## config.mk

```make
export PLATFORM = sky130hd
export DESIGN_NAME = mtr_drv_gen
export DESIGN_NICKNAME = d
export VERILOG_FILES = /design/src/rtl/mtr_drv_gen.sv
export SDC_FILE = /design/constraint.sdc
export NUM_CORES = 1
export LEC_CHECK = 0
export CELL_PAD_IN_SITES_DETAIL_PLACEMENT = 0
export CELL_PAD_IN_SITES_GLOBAL_PLACEMENT = 2
export CORE_MARGIN = 2
export CORE_UTILIZATION = 40
export CTS_BUF_LIST = sky130_fd_sc_hd__clkbuf_8
export DETAILED_ROUTE_END_ITERATION = 8
export PLACE_DENSITY_LB_ADDON = 0.1
export SKIP_CTS_REPAIR_TIMING = 1
export SLEW_MARGIN = 15
export SYNTH_ARGS = -nofsm -noshare
export SYNTH_HDL_FRONTEND = slang
export SYNTH_SLANG_ARGS = --single-unit
```

## constraint.sdc

```tcl
create_clock -name clk -period 2.1 [get_ports clk]
set_input_delay 0.525 -clock clk [delete_from_list [all_inputs] [get_ports clk]]
set_output_delay 0.525 -clock clk [all_outputs]
set_load 0.01 [all_outputs]
```

## src/rtl/mtr_drv_gen.sv

```systemverilog
// mtr_drv_gen: N-phase BLDC bridge driver. One shared PWM feeds per-phase mode decode and
// dead-time FSMs; an over-current latch overrides every gate until explicitly cleared.

module mtr_drv_gen #(
  parameter int PWM_W    = 11,
  parameter int N_PH     = 3,
  parameter int DEADTIME = 32
) (
  input  logic              clk,
  input  logic              rst_n,
  input  logic [PWM_W-1:0]  duty,
  input  logic [2*N_PH-1:0] sel,
  input  logic              ocp,
  input  logic              fault_clr,
  output logic [N_PH-1:0]   high,
  output logic [N_PH-1:0]   low,
  output logic              PWM_synch,
  output logic              fault
);
  typedef enum logic [1:0] {COAST = 2'b00, REV = 2'b01, FWD = 2'b10, BRAKE = 2'b11} phMode_e;
  typedef struct packed { logic hi; logic lo; } gateReq_t;

  localparam logic [PWM_W-1:0] CNT_LAST = '1;

  logic [PWM_W-1:0] cnt, dutyQ;
  logic             pwmSig;
  logic             ocpMeta, ocpS;
  logic             kill;

  // duty is only sampled on the last count so a period is never split between two duties
  always_ff @(posedge clk or negedge rst_n) begin
    if (!rst_n) begin
      cnt       <= '0;
      dutyQ     <= '0;
      pwmSig    <= 1'b0;
      PWM_synch <= 1'b0;
    end else begin
      cnt       <= cnt + 1'b1;
      pwmSig    <= (cnt < dutyQ);
      PWM_synch <= (cnt == CNT_LAST);
      if (cnt == CNT_LAST) dutyQ <= duty;
    end
  end

  always_ff @(posedge clk or negedge rst_n) begin
    if (!rst_n) begin
      ocpMeta <= 1'b0;
      ocpS    <= 1'b0;
      fault   <= 1'b0;
    end else begin
      ocpMeta <= ocp;
      ocpS    <= ocpMeta;
      if (ocpS)           fault <= 1'b1;
      else if (fault_clr) fault <= 1'b0;
    end
  end

  // ocpS kills the gates in the same edge that sets fault, saving a cycle of shoot-through exposure
  assign kill = ocpS | fault;

  genvar p;
  generate
    for (p = 0; p < N_PH; p++) begin : g_ph
      phMode_e  mode;
      gateReq_t req;

      assign mode = phMode_e'(sel[2*p +: 2]);

      always_comb begin
        req = '0;
        case (mode)
          COAST:   req = '0;
          REV:     req = {~pwmSig, pwmSig};
          FWD:     req = {pwmSig, ~pwmSig};
          BRAKE:   req = {1'b0, 1'b1};
          default: req = '0;
        endcase
      end

      mtr_drv_phase #(.DEADTIME(DEADTIME)) u_ph (
        .clk   (clk),
        .rst_n (rst_n),
        .hiReq (req.hi),
        .loReq (req.lo),
        .kill  (kill),
        .high  (high[p]),
        .low   (low[p])
      );
    end
  endgenerate

endmodule

// mtr_drv_phase: one bridge leg. Any request change opens a DEADTIME gap with both gates low;
// kill parks the leg in DEAD with a fresh count so recovery always waits a full gap.
module mtr_drv_phase #(
  parameter int DEADTIME = 32
) (
  input  logic clk,
  input  logic rst_n,
  input  logic hiReq,
  input  logic loReq,
  input  logic kill,
  output logic high,
  output logic low
);
  localparam int DW = (DEADTIME > 1) ? $clog2(DEADTIME) : 1;
  localparam logic [DW-1:0] DCNT_LAST = DW'(DEADTIME - 1);

  typedef enum logic {RUN = 1'b0, DEAD = 1'b1} phState_e;

  phState_e      state;
  logic [DW-1:0] dcnt;
  logic          hiPrev, loPrev;
  logic          reqChg;

  assign reqChg = (hiReq != hiPrev) || (loReq != loPrev);

  always_ff @(posedge clk or negedge rst_n) begin
    if (!rst_n) begin
      state  <= DEAD;
      dcnt   <= '0;
      hiPrev <= 1'b0;
      loPrev <= 1'b0;
      high   <= 1'b0;
      low    <= 1'b0;
    end else begin
      hiPrev <= hiReq;
      loPrev <= loReq;
      if (kill) begin
        state <= DEAD;
        dcnt  <= '0;
        high  <= 1'b0;
        low   <= 1'b0;
      end else begin
        case (state)
          RUN: begin
            if (reqChg) begin
              state <= DEAD;
              dcnt  <= '0;
              high  <= 1'b0;
              low   <= 1'b0;
            end else begin
              high <= hiReq;
              low  <= loReq;
            end
          end
          DEAD: begin
            high <= 1'b0;
            low  <= 1'b0;
            if (reqChg) begin
              dcnt <= '0;
            end else begin
              dcnt <= dcnt + 1'b1;
              if (dcnt == DCNT_LAST) state <= RUN;
            end
          end
          default: begin
            state <= DEAD;
            dcnt  <= '0;
            high  <= 1'b0;
            low   <= 1'b0;
          end
        endcase
      end
    end
  end

endmodule

```

==> out/results.ini, run 1 <==
[run_status]
status = completed

[global_route]
antenna_found_initial = 0
track_usage_pct = 14.24
grt_overflow_total = 0
grt_pass1_wl_um = 8424
grt_pass1_vias = 1879
grtUsageMet3_pct = 3.265
grt.busiest_layer = met2
grt_start_max_net_pins = 58
gr-usage-met1_pct = 17.28
grtUsageMet2_pct = 23.03

[synth]
syn_avg_cell_area_um2 = 11.74
synth-main-ff-cell = dfrtp_1
synthArstFlopShare_pct = 100.0
synthCells = 244
synth_seq_cells = 57
synth-edff-count = 0
mappedNetlistArea_mm2 = 0.002864
syn_nets = 282
yosysWarnings = 0
synth-seq-area-share_pct = 49.93
yosys.cell_types.count = 43

[setup_path]
setup.worst_path.class = reg -> out
crit_buf_inv = 1
cp-start-kind = flip-flop
path_delay_family = buffers and inverters
slowest_stage = clkdlybuf4s50_1
slowest_delay_ns = 0.55
critPathArrivalTime_ns = 1.27
path_cells = clkdlybuf4s50_1
crit_start = fault
cp-end-kind = output pin
cp_max_fo = 4
required_ns = 1.57
rr_startpoint = pwmSig

[min_path]
hp-class = in -> async

[clock_tree]
cts_buffers = 9
clockBufferDepth = 2
clk_latency_ns = 0.33
cts_max_level = 3
cts_tree = built
cts_sinks = 57
cts.reportedPaths.clkPinSlew_ns = 0.07
cts_root_buf = clkbuf_8

[power]
intPower_mw = 1.810
ir_worst_vdd_mv = 0.2745
combPwrFrac_pct = 5.5
swShare_pct = 21.23
seq_power_share_pct = 48.7
switchingPower_mw = 0.4877
clkPwrFrac_pct = 45.8
leakagePower_nw = 1.561
powerDensity_mw_per_mm2 = 668.2

[layout]
nNetsFinal = 314
antennaDiodeCount = 0
drive_gt1_share_pct = 15.30
final_common_cell = dfrtp_1
area_growth_pct = 20.05
layout_common_cells = dfrtp_1, clkdlybuf4s50_1, inv_1, ha_1, nand2_1

[timing]
hold_violations = 0
setup_viol = 0
holdWs_ns = 0.1878
finalCritPeriodShare_pct = 85.24
fmax_mhz = 558.6
fin_crit_ns = 1.790
setup_slack_ns = 0.3099
fin_skew_ns = 0.009640
maxSlewHeadroom_pct = 65.31
drv_slew = 0
tightest_slew_ns = 0.5204
rsz0062_at_grt = no

[place]
io_buffers = 28
pre_cts_ws_ns = -0.01024
place_hpwl_um = 3225
globalplace.congestion = 0.7061

[floorplanning]
initial_utilization_pct = 41.69
die_h_um = 88.62
rows = 30
fp.dieW_um = 88.62
pin_count = 29
die_area_mm2 = 0.007853
core-area_mm2 = 0.006869

[flow_run]
cap_violations = 0

[routing]
drt_iter0_drc = 90
viasPerCell = 4.764
firstDrtPassIters = 4
drt_wl_total_um = 4597
ant_nets = 0
drcViolationCount = 0
vias = 1796
wl_per_cell_um = 12.19

synth_stat cells (3+ instances only):
cell type	n	area, µm²
dfrtp_1	54	1351
ha_1	17	212.7
inv_1	17	63.81
nand2_1	15	56.30
nor2_1	14	52.55
mux2_4	10	150.1
xnor2_1	10	87.58
xor2_1	8	70.07
nand2b_1	7	43.79
buf_4	6	45.04
mux2i_1	6	60.06
nand3_1	6	30.03
nor3_1	6	30.03
nor3b_1	6	45.04
a21oi_1	5	25.02
and3_1	5	31.28
nand4_1	5	31.28
a21o_1	4	30.03
clkbuf_1	4	15.01
dfstp_2	3	78.83
nand3b_1	3	22.52
o21ai_1	3	15.01
flip-flops by register name, indices dropped and copies added (netlist names), 3 cells and up:
signal,count
g_ph.u_ph.state,3
cnt,11
g_ph.u_ph.hiPrev,3
g_ph.u_ph.loPrev,3
g_ph.u_ph.low,3
g_ph.u_ph.high,3
g_ph.u_ph.dcnt,15
dutyQ,11
layer usage:
| metal | share of wire [%] | vias up |
|---|---|---|
| met5 | 0 | - |
| met4 | 2.9 | 0 |
| met3 | 4.3 | 9 |
| met2 | 46 | 33 |
| met1 | 47 | 851 |
| li1 | - | 903 |
power by group through the flow:
stage | clock [mW] | combinational (mW) | sequential [mW]
after floorplan | 0 | 0.0443 | 1.14
after global placement | 0 | 0.129 | 1.14
after detailed placement | 0 | 0.129 | 1.14
after CTS | 1.09 | 0.130 | 1.12
after global routing | 1.14 | 0.141 | 1.12
final | 1.05 | 0.126 | 1.12
worst register-to-register path, stage by stage (launching register included):
cell	delay (ns)
dfrtp_1	0.57
nand2b_1	0.26
nor3b_1	0.34
o41ai_4	0.09
buf_4	0.19
nor3b_1	0.17
cells by family (layout without fill, tap and decap cells):
| kind of cell | count (synthesis) | count (layout) | share of synthesized area [%] |
|---|---|---|---|
| compound gates | 23 | 23 | 7.295 |
| xor+xnor | 18 | 18 | 5.505 |
| fa+ha+maj | 17 | 17 | 7.427 |
| buf+inv | 31 | 68 | 5.504 |
| flops | 57 | 57 | 49.93 |
| mux | 17 | 17 | 7.733 |
| simple gates | 81 | 81 | 16.60 |
stage by stage:
stage               instances  cell area [µm²]   TNS, ns  power [mW]  utilization (%)
floorplan                 244             2864         0       1.183                -
CTS                       377             3438         0       2.342            50.05
finish                    377             3438         0       2.298            50.05
detailed placement        361             3231  -0.01345       1.269            47.03
global route              377             3438         0       2.403            50.05
global placement          361             3231         0       1.268            47.03
final timing paths:
kind                                 endpoint  slack [ns]  cells after the start
min in group clk                         ocpS        0.34                      0
max reg2reg                  g_ph[1].u_ph.low        0.40                      5
max                                     fault        0.31                      1
min                                    cnt[2]        0.19                      2
max in group asynchronous  g_ph[0].u_ph.state        1.61                      2
min reg2reg                              ocpS        0.34                      0
layout make-up:
| type | instances | area, µm² |
|---|---|---|
| multi-input combinational | 156 | 1276 |
| clock inverter | 4 | 42.54 |
| fill | 618 | 3431 |
| sequential | 57 | 1430 |
| timing repair buffer | 35 | 340.3 |
| tap | 96 | 120.1 |
| inverter | 17 | 63.81 |
| clock buffer | 12 | 165.2 |
No activity file was read; power rests on OpenSTA's default activity.
==> inputs of run 2 (changes only) <==
--- a/config.mk
+++ b/config.mk
@@ -5,12 +5,14 @@
 export SDC_FILE = /design/constraint.sdc
 export NUM_CORES = 1
 export LEC_CHECK = 0
-export CELL_PAD_IN_SITES_DETAIL_PLACEMENT = 0
-export CELL_PAD_IN_SITES_GLOBAL_PLACEMENT = 2
+export ABC_AREA = 1
+export CELL_PAD_IN_SITES_DETAIL_PLACEMENT = 1
+export CELL_PAD_IN_SITES_GLOBAL_PLACEMENT = 1
 export CORE_MARGIN = 2
-export CORE_UTILIZATION = 40
+export CORE_UTILIZATION = 50
 export CTS_BUF_LIST = sky130_fd_sc_hd__clkbuf_8
 export DETAILED_ROUTE_END_ITERATION = 8
+export DONT_BUFFER_PORTS = 1
 export PLACE_DENSITY_LB_ADDON = 0.1
 export SKIP_CTS_REPAIR_TIMING = 1
 export SLEW_MARGIN = 15
==> out/results.ini, run 2 <==
[clock_tree]
cts_sinks = 57
cts_max_level = 3
cts_root_buf = clkbuf_8
clockBufferDepth = 2
cts_tree = built
clk_latency_ns = 0.33
cts_buffers = 9
cts.reportedPaths.clkPinSlew_ns = 0.07

[timing]
fin_skew_ns = 0.008156
fin_crit_ns = 1.743
rsz0062_at_grt = no
finalCritPeriodShare_pct = 83.00
fin_tns_setup_ns = 0
maxSlewHeadroom_pct = 63.95
drv_slew = 0
setup_slack_ns = 0.3571
hold_violations = 0
setup_viol = 0
fmax_mhz = 573.8
tightest_slew_ns = 0.5387

[min_path]
hp-class = in -> async

[floorplanning]
pin_count = 29
die_h_um = 80.39
core-area_mm2 = 0.005574
fp.dieW_um = 80.39
initial_utilization_pct = 52.35
rows = 27
die_area_mm2 = 0.006463

[synth]
synthArstFlopShare_pct = 100.0
synth.area.top_cells = dfrtp_1, nand3_1, nand2_1
yosys.cell_types.count = 25
synth-edff-count = 0
syn_nets = 362
synthCells = 324
yosysTopAreaCell = dfrtp_1
syn_avg_cell_area_um2 = 9.006
synth-seq-area-share_pct = 49.01
mappedNetlistArea_mm2 = 0.002918
synthTopCellsByCount = nand2_1, dfrtp_1, nand3_1
yosysWarnings = 0
synth_top_area_share_pct = 46.31
synth_seq_cells = 57
synth_most_common_cell = nand2_1
synth-main-ff-cell = dfrtp_1

[global_route]
grt_start_max_net_pins = 58
grt_overflow_total = 0
grt_pass1_vias = 2233
antenna_found_initial = 1
grt_pass1_wl_um = 10250
track_usage_pct = 21.53

[routing]
drt_iter0_drc = 92
viasPerCell = 5.227
dr.max_layer_used = met5
wl_per_cell_um = 14.74
wl_met1_um = 2540
vias = 2096
drcViolationCount = 0
dr_wl_met2_um = 3030
ant_nets = 0
routed-wl-met3_um = 189
firstDrtPassIters = 4
drt_wl_total_um = 5912

[setup_path]
required_ns = 2.36
slowest_delay_ns = 0.59
cp_max_fo = 12
path_cells = inv_1 -> nand2_2 -> nand2_2 -> nand2_1 -> nand2_1 -> nor2_2 -> nand3_1 -> nand2_1
setup.worst_path.class = reg -> reg
reg2reg_depth = 8
cp-end-kind = flip-flop
crit_path_frequent_cell = nand2_1
critPathArrivalTime_ns = 2.01
cp-start-kind = flip-flop
slowest_stage = dfrtp_1

[layout]
nNetsFinal = 362
fin_util_pct = 55.56
area_growth_pct = 6.132
multi_input_area_mm2 = 0.001195
largest_reg_flops = 15
regMostFlops = g_ph.u_ph.dcnt
reg.largest.list = g_ph.u_ph.dcnt x15, cnt x11, dutyQ x11
antennaDiodeCount = 0
ff_latch_area_mm2 = 0.001430
final_common_cell = nand2_1
fillCellCount = 676
layout_common_cells = nand2_1, dfrtp_1, nand3_1, inv_1, ha_1
drive_gt1_share_pct = 11.85

[power]
powerDensity_mw_per_mm2 = 688.6
power_mw = 2.132
leakagePower_nw = 1.713
ir_worst_vdd_mv = 0.4909

[flow_run]
cap_violations = 0

[place]
globalplace.congestion = 0.7216
place_hpwl_um = 4274
pre_cts_ws_ns = 0.3611
io_buffers = 0

[run_status]
status = completed

## run 2: changes by cell type in the layout (fill, tap and decap cells not counted), moves of 6 or more
cell and change:
buf_4 -6, mux2i_1 -6, nand2_1 +47, xnor2_1 -8, nand2_2 +10, clkdlybuf4s50_1 -27
nand3_1 +44, nor3b_1 -6, mux2_4 -10, inv_1 +30, nand2b_1 -7, o21ai_0 +9
## run 2: final cells by class
type                       count  area share [%]
sequential                    57           46.18
multi-input combinational    207           38.59
inverter                      48           5.818
clock buffer                  11           4.889
tap                           72           2.909
timing repair buffer           1          0.8889
clock inverter                 5          0.7273
## run 2: per-layer routing
metal	GRT usage, %	vias to the layer above
met4	12.20	2
met2	36.00	30
li1	-	1030
met5	0	-
met1	25.51	1023
met3	4.719	11
## run 2: through the flow
step	std cells	hold slack, ns	instance area, µm²
3_5_place_dp	384	0.2306	2895
3_3_place_gp	384	0.2307	2895
5_1_grt	401	0.002391	3097
2_1_floorplan	324	0.2294	2918
4_1_cts	400	-0.1389	3069
6_report	401	0.02612	3097
## run 2: critical path, delay by kind of cell (launching register included)
family	cells	cell delay [ns]
buf+inv	1	0.21
flops	1	0.59
simple gates	7	0.89
## run 2: worst paths after layout
kind,from,to,slack (ns)
setup / recovery,pwmSig,g_ph[0].u_ph.dcnt[4],0.36
hold / removal,rst_n,g_ph[0].u_ph.state,0.03
setup reg to reg,pwmSig,g_ph[0].u_ph.dcnt[4],0.36
hold reg to reg,ocpMeta,ocpS,0.34
max in group asynchronous,rst_n,g_ph[2].u_ph.high,1.81
min in group clk,ocp,ocpMeta,0.22
## run 2: logic make-up (layout without fill, tap and decap cells)
kind of cell	Yosys count	in the layout	synth area share, %
and+or+nand+nor	150	150	24.49
buffers and inverters	60	65	10.03
DFF	57	57	49.01
AOI/OAI and AO/OA	26	26	4.974
adders and majority gates	17	17	7.290
xor gates and xnor gates	14	14	4.202
## run 2: power breakdown
group          internal, mW  total [mW]  switching [mW]
combinational        0.0300       0.109          0.0794
sequential             1.11        1.12          0.0108
clock                 0.477       0.901           0.424
total                  1.62        2.13           0.514
